**src/rtl/uart_pkg.sv**
```systemverilog
`default_nettype none
// ============================================================================
// uart_pkg
//   Shared types and constants for the UART transmit scheduler.
//   Revision: 1.0
// ============================================================================
package uart_pkg;

    typedef enum logic [1:0] {
        IDLE    = 2'd0,
        SEND    = 2'd1,
        RELEASE = 2'd2
    } sched_state_t;

    localparam int UART_DBIT    = 8;
    localparam int UART_TIMEOUT = 65535;

endpackage : uart_pkg
`default_nettype wire

```
**src/rtl/rr_arbiter.sv**
```systemverilog
`default_nettype none
// ============================================================================
// rr_arbiter
//   Combinational round-robin pick: first asserted request after `last`.
//   Revision: 1.0
// ============================================================================
module rr_arbiter #(
    parameter int N_REQ = 3,
    parameter int GW    = $clog2(N_REQ)
) (
    input  logic [N_REQ-1:0] req,
    input  logic [GW-1:0]    last,
    output logic [N_REQ-1:0] gnt,
    output logic [GW-1:0]    idx,
    output logic             any
);

    int   k;
    logic found;

    always_comb begin
        gnt   = '0;
        idx   = '0;
        found = 1'b0;
        k     = 0;
        // Walk from the slot after the previous owner, wrapping once.
        for (int off = 1; off <= N_REQ; off++) begin
            k = (int'(last) + off) % N_REQ;
            if (!found && req[k]) begin
                found  = 1'b1;
                gnt[k] = 1'b1;
                idx    = GW'(k);
            end
        end
    end

    assign any = |req;

endmodule : rr_arbiter
`default_nettype wire

```
**src/rtl/uart_tx_sched.sv**
```systemverilog
`default_nettype none
// ============================================================================
// uart_tx_sched
//   Round-robin scheduler sharing one UART transmitter between N requesters.
//   Revision: 1.0
// ============================================================================
module uart_tx_sched
    import uart_pkg::*;
#(
    parameter int N_REQ   = 3,
    parameter int DBIT    = UART_DBIT,
    parameter int TIMEOUT = UART_TIMEOUT,
    parameter int TW      = $clog2(TIMEOUT + 1)
) (
    input  logic                      clk,
    input  logic                      reset,
    input  logic [N_REQ-1:0]          req_valid,
    input  logic [N_REQ*DBIT-1:0]     req_data,
    output logic [N_REQ-1:0]          req_ready,
    output logic                      tx_start,
    output logic [DBIT-1:0]           d_tx,
    input  logic                      tx_done,
    output logic                      busy,
    output logic [$clog2(N_REQ)-1:0]  grant_id,
    output logic                      err_timeout,
    input  logic                      err_clr
);

    localparam int            GW        = $clog2(N_REQ);
    localparam logic [TW-1:0] WD_LAST   = TW'(TIMEOUT - 1);
    localparam logic [GW-1:0] GRANT_RST = GW'(N_REQ - 1);

    sched_state_t      state_q, state_d;
    logic [DBIT-1:0]   d_tx_q, d_tx_d;
    logic [GW-1:0]     grant_q, grant_d;
    logic [TW-1:0]     wdog_q, wdog_d;
    logic              err_q, err_d;
    logic              tx_done_q;
    logic              err_set;
    logic              tx_rise;

    logic [N_REQ-1:0]  arb_gnt;
    logic [GW-1:0]     arb_idx;
    logic              arb_any;

    rr_arbiter #(
        .N_REQ (N_REQ),
        .GW    (GW)
    ) u_arb (
        .req  (req_valid),
        .last (grant_q),
        .gnt  (arb_gnt),
        .idx  (arb_idx),
        .any  (arb_any)
    );

    assign tx_rise = tx_done & ~tx_done_q;

    always_ff @(posedge clk or negedge reset) begin
        if (!reset) begin
            state_q   <= IDLE;
            d_tx_q    <= '0;
            grant_q   <= GRANT_RST;
            wdog_q    <= '0;
            err_q     <= 1'b0;
            tx_done_q <= 1'b0;
        end else begin
            state_q   <= state_d;
            d_tx_q    <= d_tx_d;
            grant_q   <= grant_d;
            wdog_q    <= wdog_d;
            err_q     <= err_d;
            tx_done_q <= tx_done;
        end
    end

    always_comb begin
        state_d = state_q;
        d_tx_d  = d_tx_q;
        grant_d = grant_q;
        wdog_d  = wdog_q;
        err_set = 1'b0;
        case (state_q)
            IDLE: begin
                if (arb_any) begin
                    state_d = SEND;
                    d_tx_d  = req_data[int'(arb_idx)*DBIT +: DBIT];
                    grant_d = arb_idx;
                    wdog_d  = '0;
                end
            end
            SEND: begin
                // A completion edge on the last watchdog cycle still counts.
                if (tx_rise) begin
                    state_d = RELEASE;
                end else if (wdog_q == WD_LAST) begin
                    err_set = 1'b1;
                    state_d = RELEASE;
                end else begin
                    wdog_d = wdog_q + TW'(1);
                end
            end
            RELEASE: begin
                if (!tx_done) begin
                    state_d = IDLE;
                end
            end
            default: state_d = IDLE;
        endcase
        err_d = err_set | (err_q & ~err_clr);
    end

    always_comb begin
        req_ready = (state_q == IDLE) ? arb_gnt : '0;
        tx_start  = (state_q == SEND);
        busy      = (state_q != IDLE);
    end

    assign d_tx        = d_tx_q;
    assign grant_id    = grant_q;
    assign err_timeout = err_q;

endmodule : uart_tx_sched
`default_nettype wire
```
**config.mk**
```make
export PLATFORM = sky130hd
export DESIGN_NAME = uart_tx_sched
export DESIGN_NICKNAME = d
export VERILOG_FILES = /design/src/rtl/uart_pkg.sv /design/src/rtl/rr_arbiter.sv /design/src/rtl/uart_tx_sched.sv
export SDC_FILE = /design/constraint.sdc
export NUM_CORES = 1
export LEC_CHECK = 0
export ABC_AREA = 1
export CORE_MARGIN = 4
export CORE_UTILIZATION = 60
export CTS_BUF_LIST = sky130_fd_sc_hd__clkbuf_8
export DETAILED_ROUTE_END_ITERATION = 16
export DONT_BUFFER_PORTS = 1
export PLACE_DENSITY = 0.84
export SYNTH_ARGS = -nofsm -noshare
export SYNTH_HDL_FRONTEND = slang
export SYNTH_SLANG_ARGS = --single-unit
```
**constraint.sdc**
```tcl
create_clock -name clk -period 3 [get_ports clk]
set_input_delay 0 -clock clk [delete_from_list [all_inputs] [get_ports clk]]
set_output_delay 0 -clock clk [all_outputs]
set_load 0.05 [all_outputs]
```
======== Yosys cells after proc, flatten, opt, wreduce, memory -nomap -nowiden ========
Cells that the tools add are included.
cells by class
  add/sub/neg operators ................... 4
  $mul .................................... 0
  div/mod/pow operators ................... 3
  order comparisons ....................... 6
  eq/ne operators ......................... 8
  shift operators ......................... 1
  muxes and demuxes ....................... 36
  bitwise gates (word level) .............. 7
  reduce and logical (&&, ||, !) cells .... 14
operators by type and width
  operator                                               count
  >= comparator 32 x 1 -> 1 bit (second input constant)  3
  < comparator 32 x 4 -> 1 bit (second input constant)   3
  modulo 32 x 3 -> 32 bit (second input constant)        3
  2-to-1 mux 16 bit                                      3
  one-hot mux 16 bit (2 select lines)                    1
  variable part select 24 x 6 -> 8 bit                   1
  adder 16 x 1 -> 16 bit (second input constant)         1
  == test 16 bit (second input constant)                 1
  2-to-1 mux 1 bit                                       14
  2-to-1 mux 2 bit                                       7
  2-to-1 mux 3 bit                                       4
  != test 2 bit (second input constant)                  4
  adder 2 x 2 -> 3 bit (second input constant)           2
  binary-select mux 1 bit (select 2 bit)                 3
  demux 1 bit (select 2 bit)                             3
  bitwise OR 3 bit                                       2
  one-hot mux 2 bit (3 select lines)                     1
  logical AND 1 bit                                      5
  AND reduction 4 bit                                    1
  nonzero test 2 bit                                     2
  adder 2 x 1 -> 3 bit (second input constant)           1
  != test 3 x 1 -> 1 bit (second input constant)         1
  AND reduction 3 bit                                    1
  OR reduction 3 bit                                     1
  other kinds (8)                                        11
word-level totals
  flip-flop bits (word level) ............. 30
  bits in latches ......................... 0
  memory bits (writable) .................. 0
  memory bits (read-only) ................. 0
  bits of input ports ..................... 31
  logic and storage cells ................. 85
  memories ................................ 0

======== Depth between registers and ports, before layout ========
  depth after elaboration ................. 13
  depth in mapped cells ................... 14
  depth with buffers taken out ............ 13

======== Cells and area by module ========
Synthesis repeated with hierarchy kept, for this count alone.
second synthesis, totals
  cell total of the unflattened synthesis .. 307
  area, all modules ....................... 2079.5 sq um
by module, submodules not included
  module         times used  cells each  area an instance (sq um)  sequential area each (sq um)
  uart_tx_sched  1           248         1780.5                    752.0
  rr_arbiter     1           59          299.0                     0.0

======== Least setup slack after synthesis ========
No wires, ideal clock.
  path kind ............................... register to output
  from .................................... reg grant_q[0], in the netlist grant_id[0]
  to ...................................... out req_ready[0]
  data arrival time ....................... 2582 ps
  data required time ...................... 3000 ps
  setup slack ............................. 418 ps
  cell stages (with the launch flop) ...... 11
  path buffers ............................ 1
  cell sequence ........................... dfrtp_1 > inv_1 > ha_1 > buf_6 > nand2_1 > nand3_1 > nand2_2 > nand3_4 > clkinv_4 > a22oi_1 > a21oi_1
between the ends
  longest elaborated chain between the ends .. 13
  elaborated cells on any way between the ends .. 42
  those cells by class .................... 3 x add/sub; 3 x div; 6 x order compare; 21 x mux; 2 x bitwise; 7 x reduce/logical
ends and longest elaborated chain
  item                                                                              line                  text
  start, declared                                                                   uart_tx_sched.sv:35   logic [GW-1:0] grant_q, grant_d;
  start signal, assigned                                                            uart_tx_sched.sv:70   grant_q <= grant_d;
  parallel branches: the longest is 11 deep, another holds modulo 32 x 3 -> 32 bit  -
  2-to-1 mux 3 bit *                                                                rr_arbiter.sv:29      if (!found && req[k]) begin
  2-to-1 mux 3 bit *                                                                uart_tx_sched.sv:114  req_ready = (state_q == IDLE) ? arb_gnt : '0;
  end, declared                                                                     uart_tx_sched.sv:19   output logic [N_REQ-1:0] req_ready,
Mark *: on every way between the ends. The select of a mux whose other input is x is not followed.

======== Final worst setup path ========
  from .................................... reg grant_q[1], in the netlist grant_id[1]
  to ...................................... reg d_tx_q[0], in the netlist d_tx[0]
between the ends
  longest elaborated chain between the ends .. 13
  elaborated cells on any way between the ends .. 25
  those cells by class .................... 3 x add/sub; 3 x div; 1 x shift; 14 x mux; 4 x reduce/logical
ends and longest elaborated chain
  item                                                  line                 text
  adder 2 x 1 -> 3 bit                                  rr_arbiter.sv:28     k = (int'(last) + off) % N_REQ;
  modulo 32 x 3 -> 32 bit                               rr_arbiter.sv:28
  binary-select mux 1 bit (select 2 bit)                rr_arbiter.sv:29
  2-to-1 mux 1 bit (not written as such) (2 in series)  rr_arbiter.sv:29
  2-to-1 mux 1 bit                                      rr_arbiter.sv:29
  zero test 1 bit                                       rr_arbiter.sv:29
  logical AND 1 bit                                     rr_arbiter.sv:29
  2-to-1 mux 1 bit                                      rr_arbiter.sv:29
  zero test 1 bit                                       rr_arbiter.sv:29
  logical AND 1 bit                                     rr_arbiter.sv:29
  2-to-1 mux 2 bit *                                    rr_arbiter.sv:29
  variable part select 24 x 6 -> 8 bit *                uart_tx_sched.sv:87  d_tx_d = req_data[int'(arb_idx)*DBIT +: DBIT];
  end signal, assigned                                  uart_tx_sched.sv:69  d_tx_q <= d_tx_d;
  end, declared                                         uart_tx_sched.sv:34  logic [DBIT-1:0] d_tx_q, d_tx_d;
Mark *: on every way between the ends. The rest lies on a longest branch, timed or not. The select of a mux whose other input is x is not followed.
A chain may end at the register's enable or synchronous reset.

==> report_table.html <==
<table>
<tr><th>Metric</th><th>Value</th></tr>
<tr><th colspan="2">Layout</th></tr>
<tr><td>Most common cell after layout, fill and taps aside</td><td>nand2_1</td></tr>
<tr><td>Share of layout cells above drive strength 1</td><td>11.94%</td></tr>
<tr><td>Area delta synth-&gt;final</td><td>19.43%</td></tr>
<tr><td>Highest-count cells in the layout ignoring fill and taps</td><td>nand2_1 (70), inv_1 (46), nand3_1 (44)</td></tr>
<tr><td>Share of the core filled with cells</td><td>75.78%</td></tr>
<tr><td>Number of diodes added for antenna fixing</td><td>0</td></tr>
<tr><td>Post-route cell area</td><td>0.002569 mm^2</td></tr>
<tr><td>Number of filler instances in the final layout</td><td>244</td></tr>
<tr><td>Final layout net count</td><td>371</td></tr>
<tr><th colspan="2">Timing</th></tr>
<tr><td>Number of endpoints with negative hold slack in the final report</td><td>0</td></tr>
<tr><td>Final min period</td><td>2839 ps</td></tr>
<tr><td>Count of final max-slew check failures</td><td>0</td></tr>
<tr><td>Period Utilization, post-route</td><td>94.64%</td></tr>
<tr><td>Highest achievable clock rate</td><td>352.2 MHz</td></tr>
<tr><td>Hold Slack</td><td>56.39 ps</td></tr>
<tr><td>Slew headroom</td><td>63.62%</td></tr>
<tr><td>Worst slew pin tran</td><td>545.8 ps</td></tr>
<tr><td>Number of setup violations in the final report</td><td>0</td></tr>
<tr><td>Largest clock skew in the final design</td><td>7.825 ps</td></tr>
<tr><th colspan="2">Status</th></tr>
<tr><td>Outcome</td><td>finished, final reports clean</td></tr>
<tr><th colspan="2">Detailed routing</th></tr>
<tr><td>Number of nets with antenna violations after detailed routing</td><td>0</td></tr>
<tr><td>Number of violations reported at the end of detailed-routing iteration 0</td><td>207</td></tr>
<tr><td>Residual DRC</td><td>0</td></tr>
<tr><td>Routed via count</td><td>2185</td></tr>
<tr><td>Final wirelength</td><td>5.394 mm</td></tr>
<tr><td>Total iterations of the first detailed-routing run</td><td>5</td></tr>
<tr><td>Vias per cell</td><td>5.735</td></tr>
<tr><td>Per-cell routed wire length</td><td>14.16 um</td></tr>
<tr><th colspan="2">Power</th></tr>
<tr><td>Peak supply drop</td><td>995.7 uV</td></tr>
<tr><td>Share of total power in sequential cells</td><td>26.2%</td></tr>
<tr><td>Share of total power in the clock network</td><td>10.6%</td></tr>
<tr><td>Reported net switching power</td><td>1754 uW</td></tr>
<tr><td>Combinational share of power</td><td>63.2%</td></tr>
<tr><td>Leakage dissipation</td><td>0.001257 uW</td></tr>
<tr><td>Cell Pwr Density</td><td>1223 mW/mm^2</td></tr>
<tr><td>Pint</td><td>1387 uW</td></tr>
<tr><td>Switching share of total power</td><td>55.85%</td></tr>
<tr><td>Total power</td><td>3141 uW</td></tr>
<tr><th colspan="2">CTS</th></tr>
<tr><td>Buffers inserted by post-CTS timing repair</td><td>0</td></tr>
<tr><td>Latest clock arrival within the worst-skew pair</td><td>280 ps</td></tr>
<tr><td>Clock Tree Buf Depth</td><td>2</td></tr>
<tr><td>CTS Root Cell</td><td>clkbuf_8</td></tr>
<tr><td>Clock transition time at the flip-flop clock pins of the worst setup and hold paths</td><td>60 ps</td></tr>
<tr><td>CTS tree</td><td>yes</td></tr>
<tr><td>CTS Sinks</td><td>30</td></tr>
<tr><td>Total number of H-tree levels</td><td>2</td></tr>
<tr><td>Number of buffers inserted during clock tree synthesis</td><td>5</td></tr>
<tr><th colspan="2">Floorplan</th></tr>
<tr><td>Core region area</td><td>0.003390 mm^2</td></tr>
<tr><td>Vertical extent of the die</td><td>67.87 um</td></tr>
<tr><td>Number of top-level pins</td><td>47</td></tr>
<tr><td>Initial standard-cell utilization of the core</td><td>63.46%</td></tr>
<tr><td>Site Rows</td><td>21</td></tr>
<tr><td>Total die area</td><td>0.004606 mm^2</td></tr>
<tr><td>DIE WIDTH</td><td>67.87 um</td></tr>
<tr><th colspan="2">Logic synthesis</th></tr>
<tr><td>Total standard cell area after synthesis</td><td>0.002151 mm^2</td></tr>
<tr><td>Yosys reg bits</td><td>30</td></tr>
<tr><td>Synth Flop Type</td><td>dfrtp_1</td></tr>
<tr><td>EDFF count, synth</td><td>0</td></tr>
<tr><td>Post-synthesis net count</td><td>341</td></tr>
<tr><td>Count of different cell masters after synthesis</td><td>35</td></tr>
<tr><td>Post-Syn Instances</td><td>304</td></tr>
<tr><td>Share of flip-flops with an asynchronous set or reset after synthesis</td><td>100.0%</td></tr>
<tr><td>Syn. warnings</td><td>0</td></tr>
<tr><td>Mean area per synthesized cell</td><td>7.075 um^2</td></tr>
<tr><td>Sequential cell area fraction in the yosys report</td><td>34.96%</td></tr>
<tr><th colspan="2">Place</th></tr>
<tr><td>Port buffer count</td><td>0</td></tr>
<tr><td>Gpl congestion</td><td>0.9523</td></tr>
<tr><td>Detailed-placement wirelength estimate</td><td>3.641 mm</td></tr>
<tr><td>Placement-stage cell area</td><td>0.002217 mm^2</td></tr>
<tr><th colspan="2">Worst setup path</th></tr>
<tr><td>Sort of element at the end of the critical path</td><td>flip-flop</td></tr>
<tr><td>Data arrival, critical path</td><td>3010 ps</td></tr>
<tr><td>Worst setup path class</td><td>reg -&gt; reg</td></tr>
<tr><td>Critical path required time</td><td>3170 ps</td></tr>
<tr><td>Max FO, Critical Path</td><td>9</td></tr>
<tr><td>Worst Setup Start Kind</td><td>flip-flop</td></tr>
<tr><th colspan="2">Global route</th></tr>
<tr><td>Total global routing overflow</td><td>0</td></tr>
<tr><td>Wire length of the first global-routing pass</td><td>9.335 mm</td></tr>
<tr><td>Initial antenna violation count</td><td>0</td></tr>
<tr><td>Largest net degree at the start of global routing</td><td>31</td></tr>
<tr><td>Vias in the first global route</td><td>2119</td></tr>
<tr><td>All-layer global routing usage</td><td>26.80%</td></tr>
<tr><th colspan="2">Flow run</th></tr>
<tr><td>Max-cap check violation count</td><td>0</td></tr>
<tr><th colspan="2">Worst hold path</th></tr>
<tr><td>Min-delay worst type</td><td>in -&gt; reg</td></tr>
</table>
[what timing repair did]
action,in CTS,in global routing
hold endpoints to repair,41,0
gates resized for setup,0,4
hold buffers,23,0
setup endpoints to repair,0,7
[worst paths after layout]
| kind | start | endpoint | slack, ps | cells past startpoint |
|---|---|---|---|---|
| worst max-delay path | grant_id[1] | d_tx[0] | 160 | 13 |
| worst min-delay path | tx_done | err_timeout | 60 | 3 |
| worst max register to register | grant_id[1] | d_tx[0] | 160 | 13 |
| worst min register to register | state_q[0] | state_q[1] | 540 | 3 |
| max in group asynchronous | reset | grant_id[1] | 2610 | 2 |
| min in group asynchronous | reset | wdog_q[2] | 160 | 2 |
[power by group through the flow]
stage / Clock [uW] / Combinational (uW) / Sequential, uW
floorplan: 0 / 1400 / 821
global placement: 0 / 1660 / 819
detailed placement: 0 / 1700 / 823
CTS: 338 / 1910 / 818
global route: 350 / 2200 / 837
finish: 333 / 1980 / 824
[registers in the layout, summed over array words and instances, names as in the netlist]
| name | flops |
|---|---|
| tx_done_q | 1 |
| err_timeout | 1 |
| wdog_q | 16 |
| state_q | 2 |
| grant_id | 2 |
| d_tx | 8 |
[synth_stat cells, drive strengths merged (3+ instances only)]
master	number	share of area [%]
ha	6	3.5
nor4	3	0.87
dfrtp	29	34
a31oi	4	1.9
nor2	19	3.4
o21ai	13	3.0
nand3	46	12
nor3	7	1.6
a21oi	14	3.4
nand4	9	2.9
buf	3	0.99
nand3b	4	1.4
xor2	4	1.6
inv	53	9.2
nand2	78	16
[metrics by stage]
step	TNS (ps)	instances	setup WS, ps
floorplan	0	304	418.3
global placement	0	350	764.7
CTS	0	381	159.6
detailed placement	0	350	705.1
global route	-11.55	381	-11.55
finish	0	381	160.9
[routing by layer]
layer / vias to the layer above / GRT usage, % / wire length [um]
met3: 16 / 5.911 / 433
met1: 1003 / 32.67 / 2198
met5: - / 0 / 0
met4: 0 / 13.40 / 147
li1: 1055 / - / -
met2: 111 / 44.59 / 2614
[cell type report]
cell class                      instances  area, um^2  share of cell area, %
Multi-Input combinational cell        215        1179                  45.88
Sequential cell                        30       755.7                  29.42
Clock buffer                            6       82.58                  3.215
Timing Repair Buffer                   28       277.8                  10.81
Inverter                               54       207.7                  8.086
Tap cell                               46       57.56                  2.241
Clock inverter                          2       8.758                 0.3410
[kinds of logic (layout without fill, tap and decap cells)]
logic type | count (synthesis) | count (layout) | share of synthesized area [%]
AOI/OAI and AO/OA | 36 | 36 | 9.948
buffers and inverters | 59 | 90 | 10.99
DFF | 30 | 30 | 34.96
xor gates and xnor gates | 5 | 5 | 2.036
adders and majority gates | 6 | 6 | 3.490
and+or+nand+nor | 168 | 168 | 38.57
[worst max-delay path, stage by stage (launching register included)]
cell and delay (ps):
dfstp_4 720, inv_1 110, ha_1 250, inv_2 140, nand3_1 130, nand2_4 140, inv_2 50, nand2_1 120
nand3_4 140, nand2_4 130, nand2_1 70, o211ai_1 100, dlygate4sd3_1 580, nand2_1 60
Power figures use the tool's default switching activity.
